## config.mk

```make
export PLATFORM = sky130hd
export DESIGN_NAME = cache_ctrl_2way
export DESIGN_NICKNAME = d
export VERILOG_FILES = /design/src/rtl/cache_pkg.sv /design/src/rtl/cache_perf_cnt.sv /design/src/rtl/cache_ctrl_2way.sv
export SDC_FILE = /design/constraint.sdc
export NUM_CORES = 2
export LEC_CHECK = 0
export CORE_AREA = 5 5 537 539
export DETAILED_ROUTE_END_ITERATION = 7
export DIE_AREA = 0 0 542 544
export MAX_ROUTING_LAYER = met4
export PLACE_DENSITY = 0.4
export RECOVER_POWER = 100
export REMOVE_ABC_BUFFERS = 1
export SLEW_MARGIN = 0
export SYNTH_ARGS = -nofsm -noshare
export SYNTH_HDL_FRONTEND = slang
export SYNTH_SLANG_ARGS = --single-unit
```

## constraint.sdc

```tcl
create_clock -name clk -period 38.5 [get_ports clk]
set_input_delay 5.775 -clock clk [delete_from_list [all_inputs] [get_ports clk]]
set_output_delay 5.775 -clock clk [all_outputs]
set_load 0.02 [all_outputs]
```

## src/rtl/cache_pkg.sv

```systemverilog
// Shared definitions for the two-way cache: FSM state encoding, default geometry
// and address-field slicing used by both the controller and the array.
package cache_pkg;

   localparam int OFFSET_W_DEF = 3;
   localparam int INDEX_W_DEF  = 6;

   typedef logic [2:0] state_t;

   localparam state_t S_IDLE      = 3'd0;
   localparam state_t S_COMPARE   = 3'd1;
   localparam state_t S_PROBE     = 3'd2;
   localparam state_t S_WRITEBACK = 3'd3;
   localparam state_t S_ALLOCATE  = 3'd4;
   localparam state_t S_INSTALL   = 3'd5;

   // Field extractors return right-justified 32-bit values; callers narrow to width.
   function automatic logic [31:0] addr_word(input logic [31:0] addr, input int ow);
      return (addr >> 2) & ((32'd1 << ow) - 32'd1);
   endfunction

   function automatic logic [31:0] addr_index(input logic [31:0] addr, input int ow, input int iw);
      return (addr >> (ow + 2)) & ((32'd1 << iw) - 32'd1);
   endfunction

   function automatic logic [31:0] addr_tag(input logic [31:0] addr, input int ow, input int iw);
      return addr >> (ow + iw + 2);
   endfunction

endpackage

```

## src/rtl/cache_perf_cnt.sv

```systemverilog
// 32-bit performance counter that increments on inc and sticks at all-ones.
module cache_perf_cnt (
   input  logic        clk,
   input  logic        rst,
   input  logic        inc,
   output logic [31:0] count
);

   logic [31:0] cnt_q;

   always_ff @(posedge clk or posedge rst) begin
      if (rst)
         cnt_q <= '0;
      else if (inc && (cnt_q != 32'hFFFF_FFFF))
         cnt_q <= cnt_q + 32'd1;
   end

   assign count = cnt_q;

endmodule

```

## src/rtl/cache_ctrl_2way.sv

```systemverilog
// Miss-handling controller for a two-way set-associative cache: hit/compare path,
// victim probe, dirty write-back, block refill, install and replay.
module cache_ctrl_2way
   import cache_pkg::*;
#(
   parameter int OFFSET_WIDTH = OFFSET_W_DEF,
   parameter int INDEX_WIDTH  = INDEX_W_DEF,
   parameter int TAG_WIDTH    = 30 - OFFSET_WIDTH - INDEX_WIDTH,
   parameter int BLOCK_BITS   = 32 << OFFSET_WIDTH
) (
   input  logic                    clk,
   input  logic                    rst,
   input  logic                    cpu_req,
   input  logic                    cpu_we,
   input  logic [31:0]             cpu_addr,
   input  logic [3:0]              cpu_byte_en,
   input  logic [31:0]             cpu_wdata,
   output logic [31:0]             cpu_rdata,
   output logic                    cpu_ready,
   output logic                    cpu_busy,
   output logic                    cache_enable,
   output logic                    cache_cmp,
   output logic                    cache_write,
   output logic                    cache_valid_in,
   output logic [3:0]              cache_byte_w_en,
   output logic [TAG_WIDTH-1:0]    cache_tag_in,
   output logic [INDEX_WIDTH-1:0]  cache_index,
   output logic [OFFSET_WIDTH-1:0] cache_word_sel,
   output logic [31:0]             cache_data_in,
   output logic [BLOCK_BITS-1:0]   cache_block_in,
   input  logic                    cache_hit,
   input  logic                    cache_dirty,
   input  logic                    cache_valid,
   input  logic [TAG_WIDTH-1:0]    cache_tag_out,
   input  logic [31:0]             cache_data_out,
   input  logic [BLOCK_BITS-1:0]   cache_data_wb,
   output logic                    mem_req,
   output logic                    mem_we,
   output logic [31:0]             mem_addr,
   output logic [BLOCK_BITS-1:0]   mem_wdata,
   input  logic [BLOCK_BITS-1:0]   mem_rdata,
   input  logic                    mem_ack,
   output logic [31:0]             hit_cnt,
   output logic [31:0]             miss_cnt,
   output logic [31:0]             wb_cnt
);

   localparam int BLK_LSB = OFFSET_WIDTH + 2;

   state_t                  state, state_nxt;
   logic                    req_we;
   logic [31:0]             req_addr;
   logic [3:0]              req_be;
   logic [31:0]             req_wdata;
   logic [TAG_WIDTH-1:0]    vic_tag;
   logic [BLOCK_BITS-1:0]   vic_block;
   logic [BLOCK_BITS-1:0]   refill_buf;
   logic                    replay;
   logic [TAG_WIDTH-1:0]    req_tag;
   logic [INDEX_WIDTH-1:0]  req_index;
   logic                    hit_inc, miss_inc, wb_inc;

   assign req_tag        = TAG_WIDTH'(addr_tag(req_addr, OFFSET_WIDTH, INDEX_WIDTH));
   assign req_index      = INDEX_WIDTH'(addr_index(req_addr, OFFSET_WIDTH, INDEX_WIDTH));
   assign cache_tag_in   = req_tag;
   assign cache_index    = req_index;
   assign cache_word_sel = OFFSET_WIDTH'(addr_word(req_addr, OFFSET_WIDTH));
   assign cache_data_in  = req_wdata;
   assign cache_block_in = refill_buf;

   always_ff @(posedge clk or posedge rst) begin
      if (rst) state <= S_IDLE;
      else     state <= state_nxt;
   end

   always_comb begin
      state_nxt = state;
      case (state)
         S_IDLE:      if (cpu_req) state_nxt = S_COMPARE;
         S_COMPARE:   state_nxt = cache_hit ? S_IDLE : S_PROBE;
         S_PROBE:     state_nxt = (cache_valid && cache_dirty) ? S_WRITEBACK : S_ALLOCATE;
         S_WRITEBACK: if (mem_ack) state_nxt = S_ALLOCATE;
         S_ALLOCATE:  if (mem_ack) state_nxt = S_INSTALL;
         S_INSTALL:   state_nxt = S_COMPARE;
         default:     state_nxt = S_IDLE;
      endcase
   end

   always_comb begin
      cpu_rdata       = '0;
      cpu_ready       = 1'b0;
      cpu_busy        = (state != S_IDLE);
      cache_enable    = 1'b0;
      cache_cmp       = 1'b0;
      cache_write     = 1'b0;
      cache_valid_in  = 1'b0;
      cache_byte_w_en = '0;
      mem_req         = 1'b0;
      mem_we          = 1'b0;
      mem_addr        = '0;
      mem_wdata       = '0;
      case (state)
         S_COMPARE: begin
            cache_enable    = 1'b1;
            cache_cmp       = 1'b1;
            cache_write     = req_we;
            cache_byte_w_en = req_be;
            if (cache_hit) begin
               cpu_ready = 1'b1;
               cpu_rdata = cache_data_out;
            end
         end
         S_PROBE: cache_enable = 1'b1;
         S_WRITEBACK: begin
            mem_req   = 1'b1;
            mem_we    = 1'b1;
            mem_addr  = {vic_tag, req_index, {BLK_LSB{1'b0}}};
            mem_wdata = vic_block;
         end
         S_ALLOCATE: begin
            mem_req  = 1'b1;
            mem_addr = {req_tag, req_index, {BLK_LSB{1'b0}}};
         end
         // Whole-block install; the line goes in clean, the replay applies any store.
         S_INSTALL: begin
            cache_enable    = 1'b1;
            cache_write     = 1'b1;
            cache_valid_in  = 1'b1;
            cache_byte_w_en = 4'hF;
         end
         default: ;
      endcase
   end

   always_ff @(posedge clk or posedge rst) begin
      if (rst) begin
         req_we     <= 1'b0;
         req_addr   <= '0;
         req_be     <= '0;
         req_wdata  <= '0;
         vic_tag    <= '0;
         vic_block  <= '0;
         refill_buf <= '0;
         replay     <= 1'b0;
      end else begin
         case (state)
            S_IDLE: begin
               replay <= 1'b0;
               if (cpu_req) begin
                  req_we    <= cpu_we;
                  req_addr  <= cpu_addr;
                  req_be    <= cpu_byte_en;
                  req_wdata <= cpu_wdata;
               end
            end
            S_PROBE: if (cache_valid && cache_dirty) begin
               vic_tag   <= cache_tag_out;
               vic_block <= cache_data_wb;
            end
            S_ALLOCATE: if (mem_ack) refill_buf <= mem_rdata;
            S_INSTALL:  replay <= 1'b1;
            default: ;
         endcase
      end
   end

   // The post-install replay hit belongs to an access already counted as a miss.
   assign hit_inc  = (state == S_COMPARE) && cache_hit && !replay;
   assign miss_inc = (state == S_COMPARE) && !cache_hit;
   assign wb_inc   = (state == S_WRITEBACK) && mem_ack;

   cache_perf_cnt u_hit_cnt  (.clk(clk), .rst(rst), .inc(hit_inc),  .count(hit_cnt));
   cache_perf_cnt u_miss_cnt (.clk(clk), .rst(rst), .inc(miss_inc), .count(miss_cnt));
   cache_perf_cnt u_wb_cnt   (.clk(clk), .rst(rst), .inc(wb_inc),   .count(wb_cnt));

endmodule
```

==> flow_summary.yaml <==
cts:
  htreeDepth: 3
  cts_root_buf: "clkbuf_16"
  cts_made_buffers: 104
  cts_setup_buffers: 0
  cts.sinks: 700
  clkTransAtPathRegs_ps: 60
  clk_latency_ps: 830
  cts_resized: 0
  cts_hold_buf: 0
  cts_tree: "done"
  clockBufferDepth: 4
synthesis:
  synth_cell_types: 51
  syn_avg_cell_area_um2: 10.8
  ys_async_sr_fraction: 1.00
  yosys-top-cells-area: "dfrtp_1, mux2_2, nand2_1"
  synth_warnings: 0
  synth-simple-area-share: 0.212
  synth_compound_area_frac: 0.0114
  synth_top_area_frac: 0.598
  synth_ff_type: "dfrtp_1"
  synth_fa_ha_area_frac: 0.00128
  synth_seq_area_share: 0.598
  syn-cell-area_mm2: 0.0293
  synthMuxAreaShare: 0.125
  synth_cells: 2703
  synth-seq-cells: 700
  synth_top_family_by_area: "simple AND/OR/NAND/NOR gates"
  synth-xor-area-share: 0.0263
  yosysTopAreaCell: "dfrtp_1"
  synth-edff-count: 0
route:
  vias_per_cell: 3.35
  drtIter0Drc: 1319
  via_count: 26700
  routed_wl_um: 226000
  drcViolationCount: 0
  wl_per_cell_um: 28.3
  ant_nets: 0
  firstDrtPassIters: 5
timing:
  finalMaxSlewViolations: 1617
  slew_headroom: -4.50
  timing.fmax_mhz: 44.9
  hold_ws_ps: 464
  setup_violations: 0
  finalSetupTns_ps: 0
  hold_viol: 0
  post-route-min-period_ps: 22290
  finClkSkew_ps: 79.8
  tightest_slew_ps: 8260
  layout_setup_ws_ps: 16210
  grt_setup_unrepaired: "false"
  fin_crit_sh: 0.579
die:
  start_util: 0.103
  die_w_um: 542
  die_h_um: 544
  io_pins: 1387
  num_rows: 196
  core-area_mm2: 0.283
  die_area_mm2: 0.295
critical_path:
  crit_top_cell: "clkbuf_1"
  cpPeakStageDelay_ps: 5880
  cp-end-kind: "async pin"
  cp_max_fo: 138
  crit_required_ps: 38560
  path_cells: "dlygate4sd3_1 > clkinvlp_2 > clkbuf_1 > clkbuf_1 > clkbuf_1 > clkbuf_1"
  path_class: "input port to async pin"
  cp-start-kind: "input port"
  crit_slowest_cell: "clkbuf_1"
  cp.arrival_ps: 22360
placed_design:
  placed_area_mm2: 0.0474
  port_buffers: 1379
  place_congestion: 0.903
  dpl.hpwl_um: 187000
  post-place-ws_ps: 24700
  placedCellCount: 7708
layout:
  final_area_mm2: 0.0509
  nets: 4696
  fin_util: 0.179
  fillers: 31500
  drive_gt1_frac: 0.121
  synthToLayoutAreaGrowth_pct: 73.6
  final_cells: 7982
  layout_common_cells: "nand2_1, dlygate4sd3_1, dfrtp_1"
  final_common_cell: "nand2_1"
flow_run:
  cap_violations: 26
min_path:
  worst_hold_path_type: "flop to flop"
pwr:
  power_density_mw_per_mm2: 71.4
  total_power_mw: 3.63
  p_leak_nw: 23.2
  ir_drop_uv: 34.4
outcome:
  violations: "max-capacitance violations, max-slew violations"
  status: "complete, but fails checks"
global_routing:
  antenna_found_initial: 203
  grt_max_degree: 139
  grt_pass1_vias: 27900
  track_usage: 0.151
  grt_pass1_wl_um: 288000
  overflow: 0
[layer usage]
metal,track usage,routed length (um)
met5,-,0
met4,0.0289,5000
met1,0.172,91300
met3,0.0986,33100
met2,0.223,96600
[area by class of cell]
cell class | instances | area (um2) | share of cell area
sequential | 700 | 17500 | 0.344
timing repair buffer | 1410 | 14000 | 0.274
multi-input combinational | 1821 | 11000 | 0.217
tap | 3762 | 4710 | 0.0926
clock buffer | 148 | 3000 | 0.0590
clock inverter | 27 | 352 | 0.00691
antenna | 99 | 248 | 0.00487
inverter | 15 | 57.6 | 0.00113
[critical path, delay by kind of cell]
kind | cells | cell delay [ps]
buffers and inverters | 6 | 16140
[cells in the mapped netlist, drive strengths merged, types with 3 or more instances]
cell    count
nand3      43
nor2b       9
buf        40
nand4      37
or4         3
ha          3
or2         5
clkbuf    131
o21ai       3
and4        4
a21oi       3
dfrtp     700
and3      266
xnor2      62
nor3       11
nand2b      6
nor4       11
mux2      326
a22o       21
and2       35
inv        15
nand2     868
xor2       26
nor2       50
[logic make-up (layout without fill, tap and decap cells)]
group           count (synthesis)  after routing
simple gates                 1359           1359
flops                         700            700
mux                           326            326
buf+inv                       186           1600
xor+xnor                       88             88
compound gates                 40             40
fa+ha+maj                       3              3
other cells                     1            104
[power breakdown]
| group | internal, mW | switching (mW) | leakage, nW | total, mW |
|---|---|---|---|---|
| sequential | 1.05 | 0.195 | 8.75 | 1.25 |
| clock | 0.577 | 0.391 | 1.63 | 0.968 |
| combinational | 0.582 | 0.834 | 12.9 | 1.42 |
[path summary, 6_finish.rpt]
| path | start | endpoint | slack, ps | cells past startpoint |
|---|---|---|---|---|
| setup reg to reg | state[0] | vic_block[250] | 27000 | 7 |
| hold / removal | vic_block[191] | vic_block[191] | 460 | 2 |
| max in group clk | cache_dirty | vic_block[250] | 23100 | 8 |
| min in group asynchronous | rst | cache_block_in[123] | 6870 | 2 |
| setup / recovery | rst | cache_data_in[12] | 16210 | 6 |
| hold reg to reg | vic_block[191] | vic_block[191] | 460 | 2 |
[registers in the layout (all words and copies together) (netlist names)]
| signal | cells |
|---|---|
| cache_block_in | 256 |
| cache_data_in | 32 |
| replay | 1 |
| req_addr | 30 |
| req_be | 4 |
| req_we | 1 |
| state | 3 |
| u_hit_cnt.count | 32 |
| u_miss_cnt.count | 32 |
| u_wb_cnt.count | 32 |
| vic_block | 256 |
| vic_tag | 21 |
No activity file was read; power rests on OpenSTA's default activity.
